==> config.mk <==
export PLATFORM = sky130hd
export DESIGN_NAME = key_debouncer
export DESIGN_NICKNAME = d
export VERILOG_FILES = /design/src/rtl/key_pkg.sv /design/src/rtl/debounce_channel.sv /design/src/rtl/key_debouncer.sv
export SDC_FILE = /design/constraint.sdc
export NUM_CORES = 1
export LEC_CHECK = 0
export CORE_MARGIN = 3
export CORE_UTILIZATION = 38
export CTS_CLUSTER_DIAMETER = 120
export DETAILED_ROUTE_END_ITERATION = 7
export SLEW_MARGIN = 10
export SYNTH_ARGS = -nofsm -noshare
export SYNTH_HDL_FRONTEND = slang
export SYNTH_SLANG_ARGS = --single-unit
export TNS_END_PERCENT = 30
==> constraint.sdc <==
create_clock -name clk -period 5.7 [get_ports clk]
set_clock_uncertainty 0.05 [all_clocks]
set_input_delay 1.14 -clock clk [delete_from_list [all_inputs] [get_ports clk]]
set_output_delay 1.14 -clock clk [all_outputs]
set_load 0.02 [all_outputs]
==> src/rtl/key_pkg.sv <==
// rtl/key_pkg.sv - shared types and constants for the push-button debouncer
package key_pkg;

    // Per-channel debounce FSM states
    typedef enum logic [1:0] {
        RELEASED     = 2'd0,
        PRESS_WAIT   = 2'd1,
        PRESSED      = 2'd2,
        RELEASE_WAIT = 2'd3
    } key_state_t;

    // Level of an active-low key that is not being pressed
    localparam logic KEY_IDLE_LEVEL = 1'b1;

    // 20 ms at 50 MHz for the board, short value for simulation
    localparam int DEBOUNCE_HW  = 1_000_000;
    localparam int DEBOUNCE_SIM = 4;

endpackage

==> src/rtl/debounce_channel.sv <==
// rtl/debounce_channel.sv - synchronizer, stability counter and FSM for one key
module debounce_channel
    import key_pkg::*;
#(
    parameter int DEBOUNCE_CYCLES = DEBOUNCE_HW
) (
    input  logic clk,
    input  logic rst,
    input  logic key_raw_n,
    output logic key_db_n,
    output logic key_press,
    output logic key_release
);

    localparam int CW = $clog2(DEBOUNCE_CYCLES + 1);
    // Count value held when the next stable sample completes qualification
    localparam logic [CW-1:0] LAST = CW'(DEBOUNCE_CYCLES - 1);

    logic       sync1_q, sync1_d;
    logic       sync2_q, sync2_d;
    key_state_t state_q, state_d;
    logic [CW-1:0] count_q, count_d;
    logic       db_q, db_d;
    logic       press_q, press_d;
    logic       release_q, release_d;

    // Next-state logic: two-flop synchronizer feeding the qualification FSM
    always_comb begin
        sync1_d   = key_raw_n;
        sync2_d   = sync1_q;
        state_d   = state_q;
        count_d   = count_q;
        db_d      = db_q;
        press_d   = 1'b0;
        release_d = 1'b0;
        case (state_q)
            RELEASED: begin
                count_d = '0;
                if (!sync2_q) begin
                    state_d = PRESS_WAIT;
                    count_d = CW'(1);
                end
            end
            PRESS_WAIT: begin
                if (sync2_q) begin
                    // Bounce back high: restart qualification silently
                    state_d = RELEASED;
                    count_d = '0;
                end else if (count_q == LAST) begin
                    state_d = PRESSED;
                    count_d = '0;
                    db_d    = 1'b0;
                    press_d = 1'b1;
                end else begin
                    count_d = count_q + 1'b1;
                end
            end
            PRESSED: begin
                count_d = '0;
                if (sync2_q) begin
                    state_d = RELEASE_WAIT;
                    count_d = CW'(1);
                end
            end
            RELEASE_WAIT: begin
                if (!sync2_q) begin
                    state_d = PRESSED;
                    count_d = '0;
                end else if (count_q == LAST) begin
                    state_d   = RELEASED;
                    count_d   = '0;
                    db_d      = KEY_IDLE_LEVEL;
                    release_d = 1'b1;
                end else begin
                    count_d = count_q + 1'b1;
                end
            end
            default: begin
                state_d = RELEASED;
                count_d = '0;
                db_d    = KEY_IDLE_LEVEL;
            end
        endcase
    end

    // State and registered outputs; reset abandons any wait with no pulse
    always_ff @(posedge clk or posedge rst) begin
        if (rst) begin
            sync1_q   <= KEY_IDLE_LEVEL;
            sync2_q   <= KEY_IDLE_LEVEL;
            state_q   <= RELEASED;
            count_q   <= '0;
            db_q      <= KEY_IDLE_LEVEL;
            press_q   <= 1'b0;
            release_q <= 1'b0;
        end else begin
            sync1_q   <= sync1_d;
            sync2_q   <= sync2_d;
            state_q   <= state_d;
            count_q   <= count_d;
            db_q      <= db_d;
            press_q   <= press_d;
            release_q <= release_d;
        end
    end

    assign key_db_n    = db_q;
    assign key_press   = press_q;
    assign key_release = release_q;

endmodule

==> src/rtl/key_debouncer.sv <==
// rtl/key_debouncer.sv - N independent push-button debounce channels
module key_debouncer
    import key_pkg::*;
#(
    parameter int N_KEYS          = 3,
    parameter int DEBOUNCE_CYCLES = DEBOUNCE_HW
) (
    input  logic              clk,
    input  logic              rst,
    input  logic [N_KEYS-1:0] key_raw_n,
    output logic [N_KEYS-1:0] key_db_n,
    output logic [N_KEYS-1:0] key_press,
    output logic [N_KEYS-1:0] key_release
);

    // One fully independent channel per key; downstream applies any priority
    for (genvar k = 0; k < N_KEYS; k++) begin : g_chan
        debounce_channel #(
            .DEBOUNCE_CYCLES(DEBOUNCE_CYCLES)
        ) u_chan (
            .clk        (clk),
            .rst        (rst),
            .key_raw_n  (key_raw_n[k]),
            .key_db_n   (key_db_n[k]),
            .key_press  (key_press[k]),
            .key_release(key_release[k])
        );
    end

endmodule

Word-level counts from Yosys, hierarchy flattened
Cells that the tools add are included.

Register bits: 81. Bits in latches: 0. Bits in writable memories: 0. ROM bits: 0. Bits of input ports: 5. Output and inout bits: 9. Logic and storage cells: 141. Memories kept: 0.

Add/subtract/negate cells: 3. Multiply operators: 0. Div/mod/pow operators: 0. Magnitude comparators: 0. Equal/unequal tests: 36. Shift-type cells: 0. Multiplexer cells: 69. Bitwise operators: 0. Reduce and logical (&&, ||, !) cells: 12.

Operators by type and width (number): one-hot mux 20 bit (4 select lines) (3); 2-to-1 mux 20 bit (9); adder 20 x 1 -> 20 bit (second input constant) (3); equality test 20 bit (second input constant) (3); 2-to-1 mux 2 bit (18); 2-to-1 mux 1 bit (33); inequality test 2 x 1 -> 1 bit (second input constant) (12); one-hot mux 2 bit (4 select lines) (3); AND reduction 5 bit (3); equality test 2 bit (second input constant) (6); inequality test 2 bit (second input constant) (6); AND reduction 4 bit (3); inequality test 3 x 1 -> 1 bit (second input constant) (3); inequality test 3 bit (second input constant) (3); equality test 2 x 1 -> 1 bit (second input constant) (3); zero test 2 bit (3); one-hot mux 1 bit (2 select lines) (3); nonzero test 2 bit (3).

Longest topological paths before layout
Depth in word-level cells: 4. Mapped depth: 7. Depth with buffers taken out: 5.

Modules after synthesis
From an unflattened synthesis, not the netlist that was laid out.

Cells, all modules: 378. Area, all modules: 3842.4 µm².

Modules (own cells, without submodules): debounce_channel (g_chan[0].u_chan ...) (instances 2, cells an instance 126, area an instance 1277.5 µm²); debounce_channel (g_chan[2].u_chan) (instances 1, cells an instance 126, area an instance 1287.5 µm²).

Worst setup path after synthesis
No wires, ideal clock.

Kind: reg-to-reg. Start: register g_chan[2].u_chan.count_q[13]. End: register (tool-made name). Setup time: 0.125 ns. Arrival time: 1.735 ns. Required time: 5.525 ns. Path slack: 3.790 ns. Cell stages (with the launch flop): 5. Buffers on the path: 0. Period minus slack after synthesis: 1.910 ns. Cell sequence: dfrtp_1 > or4b_1 > nor4_4 > and3_1 > mux2_2.

RTL lines: from (decl) (RTL line debounce_channel.sv:22) `logic [CW-1:0] count_q, count_d;`; from (signal assigned) (RTL line debounce_channel.sv:100) `count_q <= count_d;`.

Worst setup path in the final report
Start: register g_chan[0].u_chan.db_q. End: output key_db_n[0].

RTL lines: from (decl) (RTL line debounce_channel.sv:23) `logic db_q, db_d;`; from (signal assigned) (RTL line debounce_channel.sv:93) `db_q <= KEY_IDLE_LEVEL;`; from (signal assigned) (RTL line debounce_channel.sv:101) `db_q <= db_d;`; to (decl) (RTL line key_debouncer.sv:11) `output logic [N_KEYS-1:0] key_db_n,`.

No word-level cell between the ends.

==> results.tsv <==
stage	metric	value	unit
outcome	outcome	complete, no violations	
logic_synthesis	synth_mux_area_frac	0.00535	
floorplanning	dieWidth	108	um
global_route	antenna_found_initial	0	
global_route	grt_max_degree	45	
placed_design	io_buffers	13	
worst_setup_path	cp_cell_sequence	clkdlybuf4s50_1	
final_layout	syn_to_final_growth	10.2	%
sta	fmax	371	MHz
logic_synthesis	synth.avg_cell_area	10.1	um2
routing	wl_met1	3560	um
placed_design	pre_cts_slack	2.98	ns
worst_setup_path	arrival	1.50	ns
clock_network	clk_path_buf_depth	2	
routing	ant_nets	0	
sta	setup_slack	3.01	ns
final_layout	drive_gt1_frac	0.0842	
logic_synthesis	seq_area_frac_synth	0.512	
clock_network	clkLatencyLatePin	0.35	ns
floorplanning	core	9950	um2
placed_design	dpl-instance-area	4150	um2
worst_setup_path	regToRegEndpoint	g_chan[0].u_chan.count_q[5]	
worst_setup_path	setup.worst_path.start	g_chan[0].u_chan.key_db_n	
hold_path	hold_class	flip-flop to flip-flop	
clock_network	cts_tree	built	
logic_synthesis	yosysWarnings	0	
worst_setup_path	path_class	flip-flop to output pin	
global_route	grt_pass1_vias	2720	
sta	rsz0062_at_grt	no	
run	max-cap-violations	0	
routing	first_pass_iters	4	
routing	routed_wl	7150	um
clock_network	cts_setup_buffers	0	
logic_synthesis	ys_ff_latch	81	
logic_synthesis	synthAdderAreaFrac	0.00943	
worst_setup_path	cp_max_fo	3	
floorplanning	ios	14	
clock_network	cts_resized	0	
floorplanning	initial_core_util	0.400	
final_layout	fin_area	4380	um2
clock_network	htree_levels	3	
worst_setup_path	reg2reg_from	g_chan[0].u_chan.count_q[6]	
logic_synthesis	yosysUniqueCellTypes	49	
worst_setup_path	slowest_delay	0.61	ns
pwr	irDropWorstVdd	0.134	mV
logic_synthesis	synthArstFlopShare	1.00	
routing	num_vias	2797	
routing	dr_wl_met3	196	um
worst_setup_path	cp_top_family	buffers and inverters	
floorplanning	fp-row-count	36	
logic_synthesis	synth_xor_area_frac	0.0836	
worst_setup_path	slowest_stage	clkdlybuf4s50_1	
final_layout	layout_common_cells	72 x dfrtp_1, 44 x nor2_1, 24 x nand3_1, 24 x xnor2_1, 21 x a21oi_1	
routing	drt_iter0_markers	142	
clock_network	clk_pin_slew	0.07	ns
sta	finalHoldViolations	0	
logic_synthesis	synth_compound_area_frac	0.0858	
placed_design	hpwl	4750	um
worst_setup_path	crit_end	key_db_n[0]	
clock_network	ctsHoldBuffers	0	
sta	fin_crit_sh	0.472	
clock_network	numCtsBuffers	9	
logic_synthesis	synth_area	3980	um2
worst_setup_path	end_kind	output pin	
sta	setup_viol	0	
worst_setup_path	cp.depth	1	
sta	slew_violations	0	
routing	wire_per_inst	13.3	um
clock_network	root_buffer	clkbuf_8	
logic_synthesis	yosys.area_share.simple	0.251	
floorplanning	dieArea	11700	um2
sta	min_period	2.69	ns
routing	drc	0	
logic_synthesis	synth_top_family_by_area	simple AND/OR/NAND/NOR gates	
clock_network	numClockSinks	81	
placed_design	gp_congestion	0.810	
routing	dr_wl_met2	3320	um
logic_synthesis	synth-edff-count	0	
worst_setup_path	reg2reg_slack	3.41	ns
logic_synthesis	synthCells	394	
sta	setup-tns-final	0	ns
sta	fin_hold_ws	0.307	ns
sta	worst_slew_pin_slew	0.772	ns
worst_setup_path	cp_data_required_time	4.51	ns
final_layout	antenna_cells	0	
pwr	leakage	0.00171	uW
pwr	powerDensity	256	nW/um2
worst_setup_path	critPathBufInv	1	
final_layout	final_common_cell	dfrtp_1	
global_route	grt_first_pass_wirelength	12800	um
sta	relSlewSlack	0.485	
routing	routed_via_density	5.21	
worst_setup_path	critPathLaunchType	flip-flop	
floorplanning	die_h	108	um
global_route	track_usage	0.136	
final_layout	fin_nets	407	
logic_synthesis	synth_ff_type	dfrtp_1	
logic_synthesis	synth_nets	402	
routing	maxUsedRoutingLayer	met4	
global_route	grt-ovfl-total	0	
worst_setup_path	reg2reg_depth	4	
## cells in the mapped netlist (3+ instances only)
library cell / n / area share
xnor2_1: 24 / 0.053
o31ai_1: 6 / 0.011
nor2_1: 44 / 0.042
nand4_1: 9 / 0.014
buf_4: 12 / 0.023
or4bb_1: 3 / 0.0085
a211o_1: 5 / 0.011
inv_1: 19 / 0.018
or4_1: 7 / 0.013
nand2_1: 19 / 0.018
or3_1: 16 / 0.025
dfrtp_1: 72 / 0.45
xor2_1: 14 / 0.031
ha_1: 3 / 0.0094
dfstp_2: 9 / 0.059
and3_1: 6 / 0.0094
nor3_1: 11 / 0.014
a21oi_1: 21 / 0.026
nand3_1: 24 / 0.030
and2_1: 3 / 0.0047
clkbuf_1: 3 / 0.0028
buf_2: 3 / 0.0038
and4_1: 5 / 0.011
nor4_1: 11 / 0.017
o21ai_0: 14 / 0.018
## sequential cells by signal (all words and copies together) (netlist names), named ones only
name / cells
g_chan.u_chan.count_q: 60
g_chan.u_chan.key_db_n: 3
g_chan.u_chan.key_press: 3
g_chan.u_chan.key_release: 3
g_chan.u_chan.state_q: 3
g_chan.u_chan.sync1_q: 3
g_chan.u_chan.sync2_q: 3
## report_power, final
| group | leakage, uW | internal [uW] | switching [uW] |
|---|---|---|---|
| clock | 0.000118 | 304 | 199 |
| combinational | 0.000504 | 7.96 | 21.9 |
| sequential | 0.00109 | 582 | 6.63 |
| total | 0.00171 | 894 | 227 |
## final cells by class
class	count	area, um2
fillers	961	5570
flip-flops and latches	81	2040
multi-input cells	274	1730
well taps	133	166
clock buffers	13	149
repair buffers	14	138
clock inverters	3	90.1
inverters	19	72.6
## per-layer routing
metal / vias up / track usage
li1: 1389 / -
met3: 4 / 0.0370
met5: - / 0
met4: 0 / 0.0433
met2: 29 / 0.211
met1: 1375 / 0.186
## per-stage QoR
step                       util  total power, uW  cells
after floorplan               -              622    394
after global placement    0.416              630    521
after detailed placement  0.416              631    521
after CTS                 0.440             1140    537
after global routing      0.440             1170    537
final                     0.440             1120    537
## logic make-up (layout without fill, tap and decap cells)
kind of cell               Yosys count  count (layout)
and+or+nand+nor                    175             175
DFF                                 81              81
AOI/OAI and AO/OA                   56              56
buffers and inverters               39              49
xor gates and xnor gates            38              38
adders and majority gates            3               3
muxes                                2               2
## worst min path at each step
stage	startpoint	to	slack [ns]	cells after the start
3_5_place_dp	g_chan[2].u_chan.sync1_q	g_chan[2].u_chan.sync2_q	0.30	0
2_1_floorplan	g_chan[0].u_chan.sync1_q	g_chan[0].u_chan.sync2_q	0.30	0
6_report	g_chan[2].u_chan.sync1_q	g_chan[2].u_chan.sync2_q	0.31	0
3_3_place_gp	g_chan[2].u_chan.sync1_q	g_chan[2].u_chan.sync2_q	0.30	0
5_1_grt	g_chan[2].u_chan.sync1_q	g_chan[2].u_chan.sync2_q	0.32	0
4_1_cts	g_chan[2].u_chan.sync1_q	g_chan[2].u_chan.sync2_q	0.31	0
Note: power is estimated with default switching activity, not from simulation.
